<file path="config.mk">
export PLATFORM = sky130hd
export DESIGN_NAME = adsr_env
export DESIGN_NICKNAME = d
export VERILOG_FILES = /design/src/rtl/adsr_pkg.sv /design/src/rtl/adsr_tick_gen.sv /design/src/rtl/adsr_env.sv
export SDC_FILE = /design/constraint.sdc
export NUM_CORES = 1
export LEC_CHECK = 0
export CAP_MARGIN = 0
export CORE_MARGIN = 3
export CORE_UTILIZATION = 45
export CTS_BUF_LIST = sky130_fd_sc_hd__clkbuf_2
export DETAILED_ROUTE_END_ITERATION = 10
export PLACE_DENSITY = 0.67
export SYNTH_ARGS = -nofsm -noshare
export SYNTH_HDL_FRONTEND = slang
export SYNTH_SLANG_ARGS = --single-unit
</file>
<file path="constraint.sdc">
create_clock -name clk -period 6.4 [get_ports clk]
set_input_delay 0.96 -clock clk [delete_from_list [all_inputs] [get_ports clk]]
set_output_delay 0.96 -clock clk [all_outputs]
set_load 0.03 [all_outputs]
</file>
<file path="src/rtl/adsr_pkg.sv">
// Shared state codes, widths and step helper for the ADSR envelope generator.
// Optional build macro ADSR_EXP_EN selects exponential decay/release steps.
package adsr_pkg;

    localparam int ACC_W = 16;
    localparam int ENV_W = 8;

    typedef enum logic [2:0] {
        ST_IDLE    = 3'd0,
        ST_ATTACK  = 3'd1,
        ST_DECAY   = 3'd2,
        ST_SUSTAIN = 3'd3,
        ST_RELEASE = 3'd4
    } adsr_state_e;

`ifdef ADSR_EXP_EN
    // Step proportional to the current level; never 0 unless the rate itself is 0.
    function automatic logic [ACC_W-1:0] exp_step(input logic [7:0] inc,
                                                  input logic [ENV_W-1:0] lvl);
        logic [15:0] prod;
        logic [ACC_W-1:0] step;
        prod = 16'(inc) * 16'(lvl);
        step = {8'h00, prod[15:8]};
        if ((inc != 8'h00) && (prod[15:8] == 8'h00)) begin
            step = 16'h0001;
        end
        return step;
    endfunction
`endif

endpackage

</file>
<file path="src/rtl/adsr_tick_gen.sv">
// Envelope-rate prescaler: one-cycle tick every PRESCALE clocks.
module adsr_tick_gen #(
    parameter int PRESCALE   = 256,
    parameter int PRESCALE_W = 8
) (
    input  logic clk,
    input  logic rst,
    output logic tick
);

    localparam logic [PRESCALE_W-1:0] LAST = PRESCALE_W'(PRESCALE - 1);

    logic [PRESCALE_W-1:0] cnt_q;
    logic [PRESCALE_W-1:0] cnt_d;

    assign tick = (cnt_q == LAST);

    always_comb begin
        cnt_d = cnt_q + PRESCALE_W'(1);
        if (tick) begin
            cnt_d = '0;
        end
    end

    always_ff @(posedge clk) begin
        if (rst) begin
            cnt_q <= '0;
        end else begin
            cnt_q <= cnt_d;
        end
    end

endmodule

</file>
<file path="src/rtl/adsr_env.sv">
// ADSR envelope generator: gate edge detect, phase FSM and 16-bit accumulator.
// Define ADSR_EXP_EN for exponential decay/release steps (linear otherwise).
module adsr_env
    import adsr_pkg::*;
#(
    parameter int PRESCALE   = 256,
    parameter int PRESCALE_W = 8
) (
    input  logic             clk,
    input  logic             rst,
    input  logic             trig,
    input  logic [7:0]       adsr_ai,
    input  logic [7:0]       adsr_di,
    input  logic [7:0]       adsr_s,
    input  logic [7:0]       adsr_ri,
    output logic [ENV_W-1:0] env,
    output logic             env_active,
    output logic [2:0]       env_state
);

    logic tick;

    adsr_tick_gen #(
        .PRESCALE  (PRESCALE),
        .PRESCALE_W(PRESCALE_W)
    ) u_tick_gen (
        .clk (clk),
        .rst (rst),
        .tick(tick)
    );

    adsr_state_e      state_q, state_d;
    logic [ACC_W-1:0] acc_q, acc_d;
    logic             gate_q, gate_d;

    logic             rise, fall;
    logic [ACC_W-1:0] target;
    logic [ACC_W-1:0] dec_step, rel_step;
    logic [ACC_W:0]   att_sum, dec_diff;

`ifdef ADSR_EXP_EN
    assign dec_step = exp_step(adsr_di, acc_q[15:8]);
    assign rel_step = exp_step(adsr_ri, acc_q[15:8]);
`else
    assign dec_step = {8'h00, adsr_di};
    assign rel_step = {8'h00, adsr_ri};
`endif

    assign rise     = trig & ~gate_q;
    assign fall     = ~trig & gate_q;
    assign target   = {adsr_s, 8'h00};
    assign att_sum  = {1'b0, acc_q} + {9'h000, adsr_ai};
    assign dec_diff = {1'b0, acc_q} - {1'b0, dec_step};

    always_comb begin
        state_d = state_q;
        acc_d   = acc_q;
        gate_d  = trig;
        // A gate edge takes priority over the tick: phase change only, level kept.
        if (rise || fall) begin
            if (rise && (state_q == ST_IDLE || state_q == ST_RELEASE)) begin
                state_d = ST_ATTACK;
            end
            if (fall && (state_q == ST_ATTACK || state_q == ST_DECAY ||
                         state_q == ST_SUSTAIN)) begin
                state_d = ST_RELEASE;
            end
        end else if (tick) begin
            case (state_q)
                ST_ATTACK: begin
                    if (att_sum[16] || (att_sum[15:0] == 16'hFFFF)) begin
                        acc_d   = 16'hFFFF;
                        state_d = ST_DECAY;
                    end else begin
                        acc_d = att_sum[15:0];
                    end
                end
                ST_DECAY: begin
                    if (dec_diff[16] || (dec_diff[15:0] <= target)) begin
                        acc_d   = target;
                        state_d = ST_SUSTAIN;
                    end else begin
                        acc_d = dec_diff[15:0];
                    end
                end
                ST_SUSTAIN: acc_d = target;
                ST_RELEASE: begin
                    if (acc_q <= rel_step) begin
                        acc_d   = '0;
                        state_d = ST_IDLE;
                    end else begin
                        acc_d = acc_q - rel_step;
                    end
                end
                default: acc_d = '0;
            endcase
        end
    end

    always_ff @(posedge clk) begin
        if (rst) begin
            state_q <= ST_IDLE;
            acc_q   <= '0;
            gate_q  <= 1'b0;
        end else begin
            state_q <= state_d;
            acc_q   <= acc_d;
            gate_q  <= gate_d;
        end
    end

    assign env        = acc_q[15:8];
    assign env_active = (state_q != ST_IDLE);
    assign env_state  = state_q;

endmodule

</file>
==> metrics.sh <==
WIRELENGTH_UM=10700
OUTCOME='finished clean'
ASYNC_RESET_FF_SHARE_PCT=0
POWER_LEAKAGE_nW=1.61
MET3_USAGE_PCT=1.95
SWITCHING_POWER_mW=0.137
YOSYSTOPAREACELL='sky130_fd_sc_hd__dfxtp_1'
R2R.WORST_PATH.CELLS=16
PLACE_WORST_SETUP_SLACK_NS=1.13
TRITONCTS='built'
SKEW_NS=0.0144
SYNTHESIS.YOSYS.WARNINGS=0
YS_FF_LATCH=28
DRT-VIAS-PER-INSTANCE=6.20
WHS_PATH_DEPTH=1
POST_SYNTHESIS_CELL_AREA_UM2=3620
POST-ROUTE-MIN-PERIOD_NS=4.89
PORT-BUFFER-COUNT=46
YS_TOP_CELLS_BY_AREA='sky130_fd_sc_hd__dfxtp_1 (15%), sky130_fd_sc_hd__ha_1 (12%), sky130_fd_sc_hd__a21oi_1 (6.8%), sky130_fd_sc_hd__xnor2_1 (5.6%), sky130_fd_sc_hd__nor2_1 (4.7%)'
GRT_REMAINING_OVERFLOW=0
TRITONCTS.NUM_BUFFERS=3
SYNTH_CELLS=494
WORST_SLEW_PIN_SLEW_NS=1.05
REMAINING_DRC_ERRORS=0
SYNTH_AREA_PER_CELL_UM2=7.33
VIAS=3827
DIE_W_UM=95.7
GRTUSAGEMET1_PCT=35.4
DETAIL_ROUTE.ITER0.VIOLATIONS=348
FINISH.NET_COUNT=589
ANTENNA_FOUND_INITIAL=0
INTERNAL-POWER_mW=0.293
CRITICAL_PATH.ENDPOINT_TYPE='flop'
AGGREGATE_GLOBAL_ROUTE_RESOURCE_USAGE_PCT=23.9
FMAXACHIEVABLE_MHz=205
POSTLAYOUTSETUPSLACKWORST_NS=1.51
ROW_COUNT=32
CLOCK_INSERTION_DELAY_WORST_SKEW_NS=0.40
GR-MAX-USAGE-LAYER='met2'
TIMING.HOLD.WORST.START='u_tick_gen.cnt_q[0]'
WORST-ENDPOINT-ARRIVAL_NS=5.16
PIN_COUNT_OF_THE_BIGGEST_NET_ENTERING_GLOBAL_ROUTING=28
RSZ0062_AT_GRT='false'
SEQUENTIAL_SHARE_OF_POWER_PCT=43.3
H-TREE-DEPTH=1
SYNTH_FP_NETS=567
SYNTH_TOP_AREA_SHARE_PCT=15.5
CLKSLEWWORSTSETUPHOLDPATHS_NS=0.30
CRITPATHLAUNCH='adsr_di[0]'
DIE_HEIGHT_UM=95.7
WL_PER_CELL_UM=17.4
POST_SYNTH_NUM_CELL_TYPES=69
SYNTH_COMMON_CELLS='sky130_fd_sc_hd__a21oi_1 (49), sky130_fd_sc_hd__nor2_1 (45), sky130_fd_sc_hd__inv_1 (37), sky130_fd_sc_hd__ha_1 (35), sky130_fd_sc_hd__nand2_1 (31)'
TIMING.MAX_CAP.VIOLATIONS=0
AREA_DELTA_SYNTH_FINAL_PCT=13.5
FINAL-SETUP-VIOL-COUNT=0
SYNTH_SEQUENTIAL_AREA_RATIO_PCT=15.5
CTS_HOLD_REPAIR.BUFFERS=0
FINAL_HOLD_VIOLS=0
SLEW_HEADROOM_PCT=29.5
GRT_PASS1_WL_UM=17400
CTS.ROOT.BUFFER_CELL='sky130_fd_sc_hd__clkbuf_2'
POWERDENSITY_nW_PER_UM2=104
GRT_PASS1_VIAS=3498
GP_CONGESTION=0.904
FP.DIEAREA_UM2=9170
CTS_MAX_PATH_BUFFERS=2
NUM_IO_PINS=47
WORST_EP_REQUIRED_TIME_NS=6.67
COMBPWRFRAC_PCT=30.3
POSTCTSSETUPBUFFERS=0
DRIVE_GT1_SHARE_PCT=5.05
DRT_PRE_ANTENNA_ITERS=7
CRITICAL_PATH.STARTPOINT_TYPE='input pin'
ANTENNA_VIOLATING_NETS_POST_ROUTE=0
VDD_DROP_MAX_V=0.0000821
MAXSLEWVIOLCOUNT=0
FINAL_CLOCK_PERIOD_UTILIZATION_BY_THE_WORST_PATH_PCT=76.3
CLKSINKCOUNT=28
CRITPATHKIND='input pin to flop'
CLOCK_POWER_SHARE_PCT=26.4
INSERTEDDIODECOUNT=0
RESIZED_AFTER_CTS=0
CORE_AREA_UM2=7770
SYNTH_MOST_COMMON_CELL='sky130_fd_sc_hd__a21oi_1'
CRIT_PATH_MAX_FANOUT=11
NUMBER_OF_ENABLE_FLIP_FLOP_CELLS_AFTER_SYNTHESIS=0
DPL.HPWL_UM=8540
FLOORPLAN.INITIALDENSITY_PCT=46.6
GRT.MET2_USAGE_PCT=38.0
R2R_PATH_START='acc_q[0]'
NETSWITCHINGFRACTION_PCT=31.9
SYNTH_FF_TYPE='sky130_fd_sc_hd__dfxtp_1'
TOTALNEGATIVESETUPSLACK_NS=0
MIN_PATH_TYPE='flop to flop'
==> placed cells by master, fill, tap and decap left out, drive strengths merged, types with 3 or more instances in the layout <==
| cell type | netlist | routed |
|---|---|---|
| or3 | 7 | 7 |
| o31ai | 3 | 3 |
| nand2b | 10 | 10 |
| o2111ai | 3 | 3 |
| nor4 | 6 | 6 |
| ha | 35 | 35 |
| nor2 | 45 | 45 |
| clkbuf | 15 | 3 |
| o21a | 6 | 6 |
| a21o | 6 | 6 |
| a22oi | 3 | 3 |
| clkdlybuf4s50 | 0 | 46 |
| xor2 | 13 | 13 |
| o211ai | 4 | 4 |
| a211oi | 11 | 11 |
| or4 | 4 | 4 |
| and3 | 3 | 3 |
| a222oi | 3 | 3 |
| o22ai | 5 | 5 |
| a21oi | 49 | 49 |
| a221oi | 6 | 6 |
| a311oi | 4 | 4 |
| inv | 37 | 37 |
| xnor2 | 23 | 23 |
| o21ai | 23 | 23 |
| nor2b | 7 | 7 |
| dfxtp | 28 | 28 |
| o31a | 3 | 3 |
| nand4 | 5 | 5 |
| nor3 | 12 | 12 |
| o211a | 3 | 3 |
| o311ai | 3 | 3 |
| and2 | 4 | 4 |
| fa | 3 | 3 |
| nand3 | 22 | 22 |
| o21bai | 5 | 5 |
| or2 | 4 | 4 |
| nand2 | 31 | 31 |
==> state kept, by name, summed over array words and instances, names as in the netlist <==
name,flops
acc_q,16
env_state,3
gate_q,1
u_tick_gen.cnt_q,8
==> final cells by class <==
class	instances	area, µm²
fill	807	3660
clock buffer	3	15.0
tap	102	128
timing repair buffer	47	468
sequential	28	561
multi-input combinational	399	2770
inverter	37	139
clock inverter	1	30.0
==> final timing paths <==
kind,slack [ns],endpoint
hold / removal,0.49,u_tick_gen.cnt_q[0]
setup / recovery,1.51,acc_q[9]
setup reg to reg,1.96,acc_q[9]
hold reg to reg,0.49,u_tick_gen.cnt_q[0]
==> layer usage <==
layer  vias to the layer above  share of wire [%]
li1                       1855                  -
met4                         0                1.3
met2                       181                 44
met1                      1775                 47
met5                         -                  0
met3                        16                7.7
==> critical path: stages <==
cell and delay, ns:
sky130_fd_sc_hd__clkdlybuf4s50_1 0.40, sky130_fd_sc_hd__ha_1 0.23, sky130_fd_sc_hd__fa_1 0.39, sky130_fd_sc_hd__nand2b_1 0.18, sky130_fd_sc_hd__a21oi_1 0.25, sky130_fd_sc_hd__o22a_1 0.30, sky130_fd_sc_hd__nor2_1 0.08, sky130_fd_sc_hd__xor2_1 0.16
sky130_fd_sc_hd__ha_1 0.35, sky130_fd_sc_hd__nand4_1 0.15, sky130_fd_sc_hd__nor4_1 0.31, sky130_fd_sc_hd__nand3_1 0.11, sky130_fd_sc_hd__or4_4 0.59, sky130_fd_sc_hd__and2_4 0.23, sky130_fd_sc_hd__a222oi_1 0.34, sky130_fd_sc_hd__a211oi_1 0.12
==> through the flow <==
stage	util, %	cells	instance area, µm²	hold slack [ns]	power [mW]
global placement	52.4	613	4070	0.446	0.315
floorplan	-	494	3620	0.430	0.267
detailed placement	52.4	613	4070	0.456	0.316
CTS	52.9	617	4110	0.503	0.430
finish	52.9	617	4110	0.494	0.430
global route	52.9	617	4110	0.534	0.452
==> power by group through the flow <==
stage,combinational (mW),clock (mW),sequential (mW)
4_1_cts,0.128,0.116,0.186
5_1_grt,0.142,0.123,0.187
3_3_place_gp,0.126,0,0.189
3_5_place_dp,0.127,0,0.189
2_1_floorplan,0.0798,0,0.188
6_report,0.130,0.114,0.186
==> cell families after synthesis <==
family	synth area share, %
fa+ha+maj	13.7
mux	0.587
buf+inv	8.18
xor+xnor	8.70
simple gates	22.8
flops	15.5
compound gates	30.5
(Power assumes the default switching activity.)
